`config.mk`:
```
export PLATFORM = sky130hd
export DESIGN_NAME = dog_extrema
export DESIGN_NICKNAME = d
export VERILOG_FILES = /design/src/rtl/dog_extrema.sv
export SDC_FILE = /design/constraint.sdc
export NUM_CORES = 1
export LEC_CHECK = 0
export CORE_MARGIN = 2
export CORE_UTILIZATION = 65
export CTS_CLUSTER_DIAMETER = 200
export CTS_CLUSTER_SIZE = 28
export DETAILED_ROUTE_END_ITERATION = 6
export PLACE_DENSITY = 0.84
export SLEW_MARGIN = 0
export SYNTH_ARGS = -nofsm -noshare
export SYNTH_HDL_FRONTEND = slang
export SYNTH_SLANG_ARGS = --single-unit
```
`constraint.sdc`:
```
create_clock -name clk -period 11.36 [get_ports clk]
set_input_delay 1.136 -clock clk [delete_from_list [all_inputs] [get_ports clk]]
set_output_delay 1.136 -clock clk [all_outputs]
set_load 0.02 [all_outputs]
```
`src/rtl/dog_extrema.sv`:
```
`default_nettype none
// ======================================================================
// dog_extrema : 3x3 local-extremum (keypoint) detector on a raster DoG stream
// Optional feature macro: DOG_EXTREMA_MIN_EN (also report local minima)
// Revision: 1.0
// ======================================================================
module dog_extrema #(
  parameter int W      = 8,
  parameter int H      = 8,
  parameter int THRESH = 16
) (
  input  logic        clk,
  input  logic        rst,
  input  logic [15:0] din,
  input  logic        din_valid,
  input  logic        sof,
  output logic        kp_valid,
  output logic [7:0]  kp_x,
  output logic [7:0]  kp_y,
  output logic [15:0] kp_val,
  output logic        kp_type,
  output logic        frame_done,
  output logic        busy
);

  localparam int                 AW      = $clog2(W);
  localparam logic [7:0]         C_XMAX  = 8'(W - 1);
  localparam logic [7:0]         C_YMAX  = 8'(H - 1);
  localparam logic signed [15:0] C_THR_P = 16'(THRESH);

  typedef enum logic [1:0] {
    IDLE = 2'd0,
    FILL = 2'd1,
    SCAN = 2'd2
  } state_t;

  state_t             state_q;
  logic [7:0]         x_q, y_q, x_d, y_d;
  logic [7:0]         px, py;
  logic signed [15:0] win_q [3][3];
  logic [15:0]        lb0_q [W];
  logic [15:0]        lb1_q [W];
  logic signed [15:0] col [3];
  logic signed [15:0] ctr;
  logic               accept, complete, last_beat, is_max, hit;
  logic               kp_valid_q, frame_done_q;
  logic [7:0]         kp_x_q, kp_y_q;
  logic [15:0]        kp_val_q;

  // A sof beat is always pixel (0,0), whatever the counters currently say.
  assign accept    = din_valid && (sof || (state_q != IDLE));
  assign px        = sof ? 8'd0 : x_q;
  assign py        = sof ? 8'd0 : y_q;
  assign complete  = accept && (px >= 8'd2) && (py >= 8'd2);
  assign last_beat = (state_q == SCAN) && (px == C_XMAX) && (py == C_YMAX);

  assign col[0] = lb1_q[px[AW-1:0]];
  assign col[1] = lb0_q[px[AW-1:0]];
  assign col[2] = din;
  assign ctr    = win_q[1][2];

  always_comb begin
    x_d = px + 8'd1;
    y_d = py;
    if (px == C_XMAX) begin
      x_d = 8'd0;
      y_d = py + 8'd1;
    end
  end

  // Neighbours: column x-2 in win_q[*][1], column x-1 above/below centre, column x incoming.
  always_comb begin
    is_max = (ctr > C_THR_P);
    for (int r = 0; r < 3; r++) begin
      if (!(ctr > win_q[r][1])) is_max = 1'b0;
      if (!(ctr > col[r]))      is_max = 1'b0;
      if ((r != 1) && !(ctr > win_q[r][2])) is_max = 1'b0;
    end
  end

`ifdef DOG_EXTREMA_MIN_EN
  localparam logic signed [15:0] C_THR_N = -C_THR_P;
  logic is_min;
  logic kp_type_q;

  always_comb begin
    is_min = (ctr < C_THR_N);
    for (int r = 0; r < 3; r++) begin
      if (!(ctr < win_q[r][1])) is_min = 1'b0;
      if (!(ctr < col[r]))      is_min = 1'b0;
      if ((r != 1) && !(ctr < win_q[r][2])) is_min = 1'b0;
    end
  end

  assign hit     = is_max || is_min;
  assign kp_type = kp_type_q;
`else
  assign hit     = is_max;
  assign kp_type = 1'b1;
`endif

  // Line buffers hold rows y-1 (lb0) and y-2 (lb1); contents need no reset.
  always_ff @(posedge clk) begin
    if (accept) begin
      lb1_q[px[AW-1:0]] <= lb0_q[px[AW-1:0]];
      lb0_q[px[AW-1:0]] <= din;
    end
  end

  always_ff @(posedge clk) begin
    if (!rst) begin
      state_q      <= IDLE;
      x_q          <= 8'd0;
      y_q          <= 8'd0;
      for (int r = 0; r < 3; r++) begin
        for (int c = 0; c < 3; c++) win_q[r][c] <= 16'sd0;
      end
      kp_valid_q   <= 1'b0;
      kp_x_q       <= 8'd0;
      kp_y_q       <= 8'd0;
      kp_val_q     <= 16'd0;
      frame_done_q <= 1'b0;
`ifdef DOG_EXTREMA_MIN_EN
      kp_type_q    <= 1'b0;
`endif
    end else begin
      kp_valid_q   <= 1'b0;
      frame_done_q <= 1'b0;
      if (accept) begin
        for (int r = 0; r < 3; r++) begin
          win_q[r][0] <= win_q[r][1];
          win_q[r][1] <= win_q[r][2];
          win_q[r][2] <= col[r];
        end
        x_q <= x_d;
        y_q <= y_d;
        if (sof) begin
          state_q <= FILL;
        end else if ((state_q == FILL) && (px == C_XMAX) && (py == 8'd1)) begin
          state_q <= SCAN;
        end else if (last_beat) begin
          state_q      <= IDLE;
          x_q          <= 8'd0;
          y_q          <= 8'd0;
          frame_done_q <= 1'b1;
        end
        if (complete && hit) begin
          kp_valid_q <= 1'b1;
          kp_x_q     <= px - 8'd1;
          kp_y_q     <= py - 8'd1;
          kp_val_q   <= ctr;
`ifdef DOG_EXTREMA_MIN_EN
          kp_type_q  <= is_max;
`endif
        end
      end
    end
  end

  assign kp_valid   = kp_valid_q;
  assign kp_x       = kp_x_q;
  assign kp_y       = kp_y_q;
  assign kp_val     = kp_val_q;
  assign frame_done = frame_done_q;
  assign busy       = (state_q != IDLE);

endmodule
`default_nettype wire

```
==> impl_results.md, run 1 <==
- Pwr dens: 136 mW/mm2
- Grt ovf: 0
- Final Hold Slack: 479 ps
- Leakage Power: 7.41 nW
- GRT met2 Usage: 0.508
- Fin crit period: 6500 ps
- Clock Sinks: 404
- Max Slew Vio Count: 0
- Max-cap viol count: 0
- Final setup fails: 0
- Pin count of the biggest net entering global routing: 78
- Slew @ Worst Pin: 1430 ps
- Fraction of registers with async set/reset: 0
- Predominant post-synthesis flop cell: edfxtp_1
- Core ar.: 0.0285 mm2
- Grt met1 use: 0.402
- N_diodes: 0
- Detail-routed net length per standard cell: 23.5 um
- Req. time, crit path: 11800 ps
- Ranking of synthesized cells by area: edfxtp_1 (56%), ha_1 (9.0%), dfxtp_1 (5.6%)
- Setup TNS: 0 ps
- Slew headroom: 0.0409
- Outcome: completed
- Worst Min Path Start: kp_val[15]
- Design area: 0.0202 mm2
- Clk buf depth: 3
- Adder-Cell Fraction of Synth Area: 0.0903
- Final worst slack: 4860 ps
- Detailed Route Iter0 Violations: between 1000 and 1500
- Vias in the first global route: ~13000
- Sequential element share of the synthesized area: 0.621
- Nets: around 1700
- Post-Route WL: 46100 um
- Post-route ant nets: 0
- Worst Setup Start Kind: input port
- Final Skew: 25.6 ps
- Critical path startpoint: sof
- Arr. time, crit path: between 6000 and 7000 ps
- #FFs+latches synth: approximately 400
- Post-Place Setup Slack: 4620 ps
- Ratio of cells with drive above 1 in the final layout: 0.0487
- Final Hold Vio Count: 0
- Clock buffers created by TritonCTS: 18
- Die Area: 0.0302 mm2
- Hold bufs inserted after CTS: 0
- Main combinational cell family by area after synthesis: compound AO/OA/AOI/OAI gates
- Grt peak-use layer: met2
- Hold/Removal Path Class: reg -> reg
- Area after DPL: between 0.015 and 0.02 mm2
- Net Count, Synth: ~1700
- Vias per inst: 6.59
- CTS tree: built
- Via total after detailed routing: 12900
- Mapped Cells: between 1500 and 2000
- Boundary Pins: 56
- GPL Wtd Cong: 0.890
- R2R Path Start: x_q[2]
- Post-synthesis simple-gate area fraction: 0.109
- Total GRT Usage: 0.307
- Final HPWL DP: roughly 30000 um
- Post-Syn Area: 0.0187 mm2
- Tcrit/Tclk final: 0.572
- RSZ-0062 raised after global routing: false
- Compound-Gate Fraction of Synth Area: 0.110
- # DRC: 0
- Initial antenna violation count: 0
- Met3 Usage GRT: 0.0509
- Syn-to-layout area delta: 7.95%
- CP Capture Type: register
- R2R depth: 15
- WHS Path Cells: 2
- Die width: ~170 um
- XOR/XNOR Fraction of Synth Area: 0.00562
- Clock root cell: clkbuf_16
- Die Ht: 174 um
- Overall Power: 2.75 mW
- Leading area contributor after synthesis: edfxtp_1
- Postcts setup bufs: 0
- Peak supply drop: about 0.00019 V
- Multiplexer area fraction after synthesis: 0.0232
- Yosys cell types: 62
- Post-synth EDFFs: 352
- H-tree depth: 1
- Avg Synthesized Cell Area: about 12 um2
- CP Class: in -> reg
- Initial core utilization: 0.655
- Clock-pin transition on the worst setup and hold timing paths: ~110 ps
- Worst-path maximum fanout: 30
- First-pass GRT wire length: 71300 um
- Post_cts resized: 0
- Yosys warnings: 0
- Max Fclk: 0.154 GHz
- Worst skew pair latency: 560 ps
- Row count: 62
- Drt pass-1 iters: 5
- Area fraction of the dominant cell type after synthesis: 0.565
- Buffers on Ports: 54
- Filler cells: 1954
[metrics by stage]
| stage | utilization | instances |
|---|---|---|
| after CTS | 0.708 | 1964 |
| after detailed placement | 0.690 | 1940 |
| after floorplan | - | 1550 |
| after global placement | 0.690 | 1940 |
| after global routing | 0.708 | 1964 |
| final | 0.708 | 1964 |
[cell usage after synthesis (6+ instances only)]
library cell	number
clkbuf_1	49
nand3_1	58
ha_1	135
a21o_1	13
nor3_1	18
buf_1	10
buf_2	8
nor2b_1	23
a21oi_1	91
a31oi_1	8
o21ai_0	81
a211o_1	14
nor2_1	133
nand4_1	29
o211ai_1	9
edfxtp_1	352
o21ai_1	8
o22ai_1	40
mux2_2	10
nand2b_1	6
mux2i_1	22
a2111oi_0	6
a211oi_1	22
nor4_1	12
and3_1	23
xnor2_1	8
dfxtp_1	52
nand2_1	110
inv_1	124
[power by group]
part / internal [mW] / total, mW / switching [mW]
logic: 0.104 / 0.314 / 0.210
registers: 1.66 / 1.69 / 0.0324
clock network: 0.301 / 0.744 / 0.444
[final timing paths]
path / to / slack (ps)
max reg2reg: kp_y[3] / 5130
min: kp_val[15] / 480
max: kp_y[3] / 4860
min reg2reg: kp_val[15] / 480
[area by class of cell]
type,instances,area [um2],share of cell area
Multi-Input combinational cell,950,6410,0.317
Clock buffer,22,465,0.0230
Clock inverter,2,46.3,0.00229
Timing Repair Buffer,76,706,0.0349
Tap cell,384,480,0.0238
Sequential cell,404,11600,0.575
Inverter,126,475,0.0235
[worst max-delay path: stages]
cell and delay (ps):
clkdlybuf4s50_1 390, buf_4 240, nand2b_1 400, nand3_1 290
buf_4 410, o22ai_1 180, a211oi_1 1170, ha_1 330
nor2b_1 60, o211ai_1 200, a2111oi_0 140, a211oi_1 280
mux2i_1 490, or3_1 680, nor2_8 150, a311oi_1 350
[per-layer routing]
metal / vias up / part of all wire / wire length, um
li1: 5783 / - / -
met1: 6215 / 0.37 / 17200
met2: 777 / 0.48 / 22100
met3: 169 / 0.099 / 4590
met4: 0 / 0.050 / 2330
met5: - / 0 / 0
[registers in the layout, summed over array words and instances, names as in the netlist]
| register | cells |
|---|---|
| lb1_q | 128 |
| kp_y | 8 |
| kp_val | 16 |
| win_q | 96 |
| kp_valid | 1 |
| y_q | 8 |
| state_q | 2 |
| x_q | 8 |
| kp_x | 8 |
| lb0_q | 128 |
| frame_done | 1 |
[placed cells by master (no fill, tap or decap), types with 13 or more instances in the layout]
| cell type | Yosys | final |
|---|---|---|
| ha_1 | 135 | 135 |
| and3_1 | 23 | 23 |
| a211o_1 | 14 | 14 |
| nand4_1 | 29 | 29 |
| a21oi_1 | 91 | 91 |
| a21o_1 | 13 | 13 |
| nor2_1 | 133 | 126 |
| inv_1 | 124 | 123 |
| buf_4 | 1 | 22 |
| clkbuf_16 | 0 | 18 |
| nor3_1 | 18 | 16 |
| nand2_1 | 110 | 109 |
| o21ai_0 | 81 | 81 |
| nand3_1 | 58 | 58 |
| a211oi_1 | 22 | 22 |
| edfxtp_1 | 352 | 352 |
| dfxtp_1 | 52 | 50 |
| clkdlybuf4s50_1 | 0 | 54 |
| nor2b_1 | 23 | 21 |
| mux2i_1 | 22 | 22 |
| o22ai_1 | 40 | 40 |
[cell families after synthesis]
| logic type | Yosys count |
|---|---|
| and+or+nand+nor | 432 |
| buffers and inverters | 196 |
| AOI/OAI and AO/OA | 333 |
| xor gates and xnor gates | 12 |
| other | 1 |
| muxes | 37 |
| DFF | 404 |
| adders and majority gates | 135 |
Power figures use the tool's default switching activity.
==> run 2: changes to the inputs <==
CORE_UTILIZATION = 62   (was 65)
PLACE_DENSITY = 0.8   (was 0.84)
clock period = 6.5 ns   (was 11.36 ns; I/O delays follow)
==> impl_results.md, run 2 (synthesized netlist as in run 1, its figures left out) <==
- Crit path buf inv count: 2 (-1)
- Placed Cells: 1947 (+0.36%)
- Via total after detailed routing: 12800 (-1.3%)
- Detailed Route Iter0 Violations: 1568 (+9.4%)
- CP max stage delay: 750 ps (-420 ps)
- Peak supply drop: 0.000230 V (+23%)
- # DRC: 0 (unchanged)
- Post-route insts no fill: 1971 (+0.36%)
- CP Class: in -> reg
- Die Ht: 178 um (+2.3%)
- Postcts setup bufs: 0 (unchanged)
- Slowest-stage cell, CP: nand4_1
- Slew headroom: 0.192 (+0.151)
- Drt pass-1 iters: 6 (+1)
- Initial antenna violation count: 0 (unchanged)
- Row count: 63 (+1.6%)
- Vias per inst: 6.49 (-1.6%)
- Critical-path cell list: clkdlybuf4s50_1, nand2b_1, nor2_2, buf_4, nand3_1, o21ai_0, nor2_1, o21ai_0, ha_1, nand4_1, nor4_1, a21oi_1, nand3_1, nor4_1, nand4_1, nor2_8, a311oi_1
- Hold EP: kp_val[15]
- R2r endpoint: kp_y[5]
- CTS tree: built
- Final setup fails: 0 (unchanged)
- Core ar.: 0.0297 mm2 (+4.1%)
- Commonest non-fill, non-tap cell in the layout: edfxtp_1
- First-pass GRT wire length: 69700 um (-2.3%)
- Tcrit/Tclk final: 0.818
- Worst-path maximum fanout: 20 (-33%)
- Max Slew Vio Count: 0 (unchanged)
- Ratio of cells with drive above 1 in the final layout: 0.0493 (+0.000602)
- Pwr dens: 237 mW/mm2 (+74%)
- Clock root cell: clkbuf_16
- Final Skew: 28.7 ps (+3.16 ps)
- H-tree depth: 1 (unchanged)
- Leakage Power: 7.42 nW (about the same)
- Hold/Removal Path Class: reg -> reg
- Boundary Pins: 56 (unchanged)
- CP Capture Type: register
- Setup TNS: 0 ps (unchanged)
- Most frequent cells in the layout: edfxtp_1 (352), ha_1 (135), nor2_1 (126)
- Grt ovf: 0 (unchanged)
- Die width: 178 um (+2.3%)
- Vias in the first global route: 12500 (-3.6%)
- R2R depth: 16 (+1)
- Detail-routed net length per standard cell: 23.0 um (-2.3%)
- Final design utilization: 0.680 (-0.0273)
- Worst Setup Start Kind: input port
- Final Hold Vio Count: 0 (unchanged)
- Fin crit period: 5320 ps
- Outcome: completed
- Clock buffers created by TritonCTS: 18 (unchanged)
- WHS Path Cells: 2 (unchanged)
- Worst Min Path Start: kp_val[15]
- GPL Wtd Cong: 0.900 (+1.1%)
- Slew @ Worst Pin: 1210 ps (-221 ps)
- Cell family with most CP delay: simple AND/OR/NAND/NOR gates
- R2r setup slk: 1300 ps (-3830 ps)
- Max Fclk: 0.188 GHz
- RSZ-0062 raised after global routing: false
- Hold bufs inserted after CTS: 0 (unchanged)
- Pin count of the biggest net entering global routing: 84 (+7.7%)
- Buffers on Ports: 54 (unchanged)
- R2R Path Start: x_q[0]
- Total GRT Usage: 0.291 (-0.0158)
- Arr. time, crit path: 5720 ps (-1220 ps)
- Req. time, crit path: 6900 ps (-4900 ps)
- Nets: 1732 (+0.058%)
- Post-Route WL: 45200 um (-1.9%)
- Final HPWL DP: 29300 um (-2.6%)
- Post_cts resized: 0 (unchanged)
- Clock-pin transition on the worst setup and hold timing paths: 100 ps (about the same)
- Clock Sinks: 404 (unchanged)
- Clk buf depth: 3 (unchanged)
- N_diodes: 0 (unchanged)
- Number of stages on the worst setup path: 17 (+1)
- Max-cap viol count: 0 (unchanged)
- Post-route ant nets: 0 (unchanged)
- Worst skew pair latency: 560 ps (about the same)
- Syn-to-layout area delta: 8.03% (about the same)
- Initial core utilization: 0.630 (-0.0258)
- Die Area: 0.0316 mm2 (+4.7%)
[run 2: how the worst max path moves through the flow]
stage	to	startpoint	slack, ps
after floorplan	kp_x[0]	sof	2060
after global placement	kp_y[7]	sof	810
after detailed placement	kp_y[5]	sof	690
after CTS	kp_y[5]	sof	1250
after global routing	kp_y[5]	sof	840
final	kp_y[5]	sof	1180
[run 2: worst reg2reg max path, delay by kind of cell (launching register included)]
| kind | cells | cell delay, ps |
|---|---|---|
| AND/OR/NAND/NOR | 9 | 2420 |
| buffers and inverters | 2 | 780 |
| AO/OA/AOI/OAI | 4 | 810 |
| adder cells (fa/ha/maj) | 1 | 390 |
| flip-flops | 1 | 660 |
[run 2: routing by layer]
layer / share of wire / track usage / up-vias / wire [um]
li1: - / - / 5782 / -
met1: 0.40 / 0.397 / 6216 / 18200
met2: 0.47 / 0.481 / 668 / 21400
met3: 0.088 / 0.0424 / 116 / 3960
met4: 0.037 / 0.106 / 0 / 1670
met5: 0 / 0 / - / 0
[run 2: final cells by class]
class,instances,area (um2)
Inverter,126,475
Sequential cell,404,11600
Multi-Input combinational cell,950,6410
Clock buffer,22,465
Tap cell,390,488
Timing Repair Buffer,77,713
Fill cell,2075,9500
Clock inverter,2,46.3
[run 2: through the flow]
stage | hold slack [ps] | setup slack, ps | power (mW) | area (um2)
after global placement | 437 | 806 | 3.51 | 19700
final | 462 | 1180 | 4.80 | 20200
after CTS | 457 | 1250 | 4.79 | 20200
after global routing | 483 | 845 | 4.94 | 20200
after floorplan | 464 | 2060 | 3.34 | 18700
after detailed placement | 441 | 693 | 3.54 | 19700
[run 2: report_power, final]
group	internal (mW)	leakage, nW	switching, mW
clock network	0.526	0.245	0.775
logic	0.182	3.41	0.359
registers	2.89	3.76	0.0595
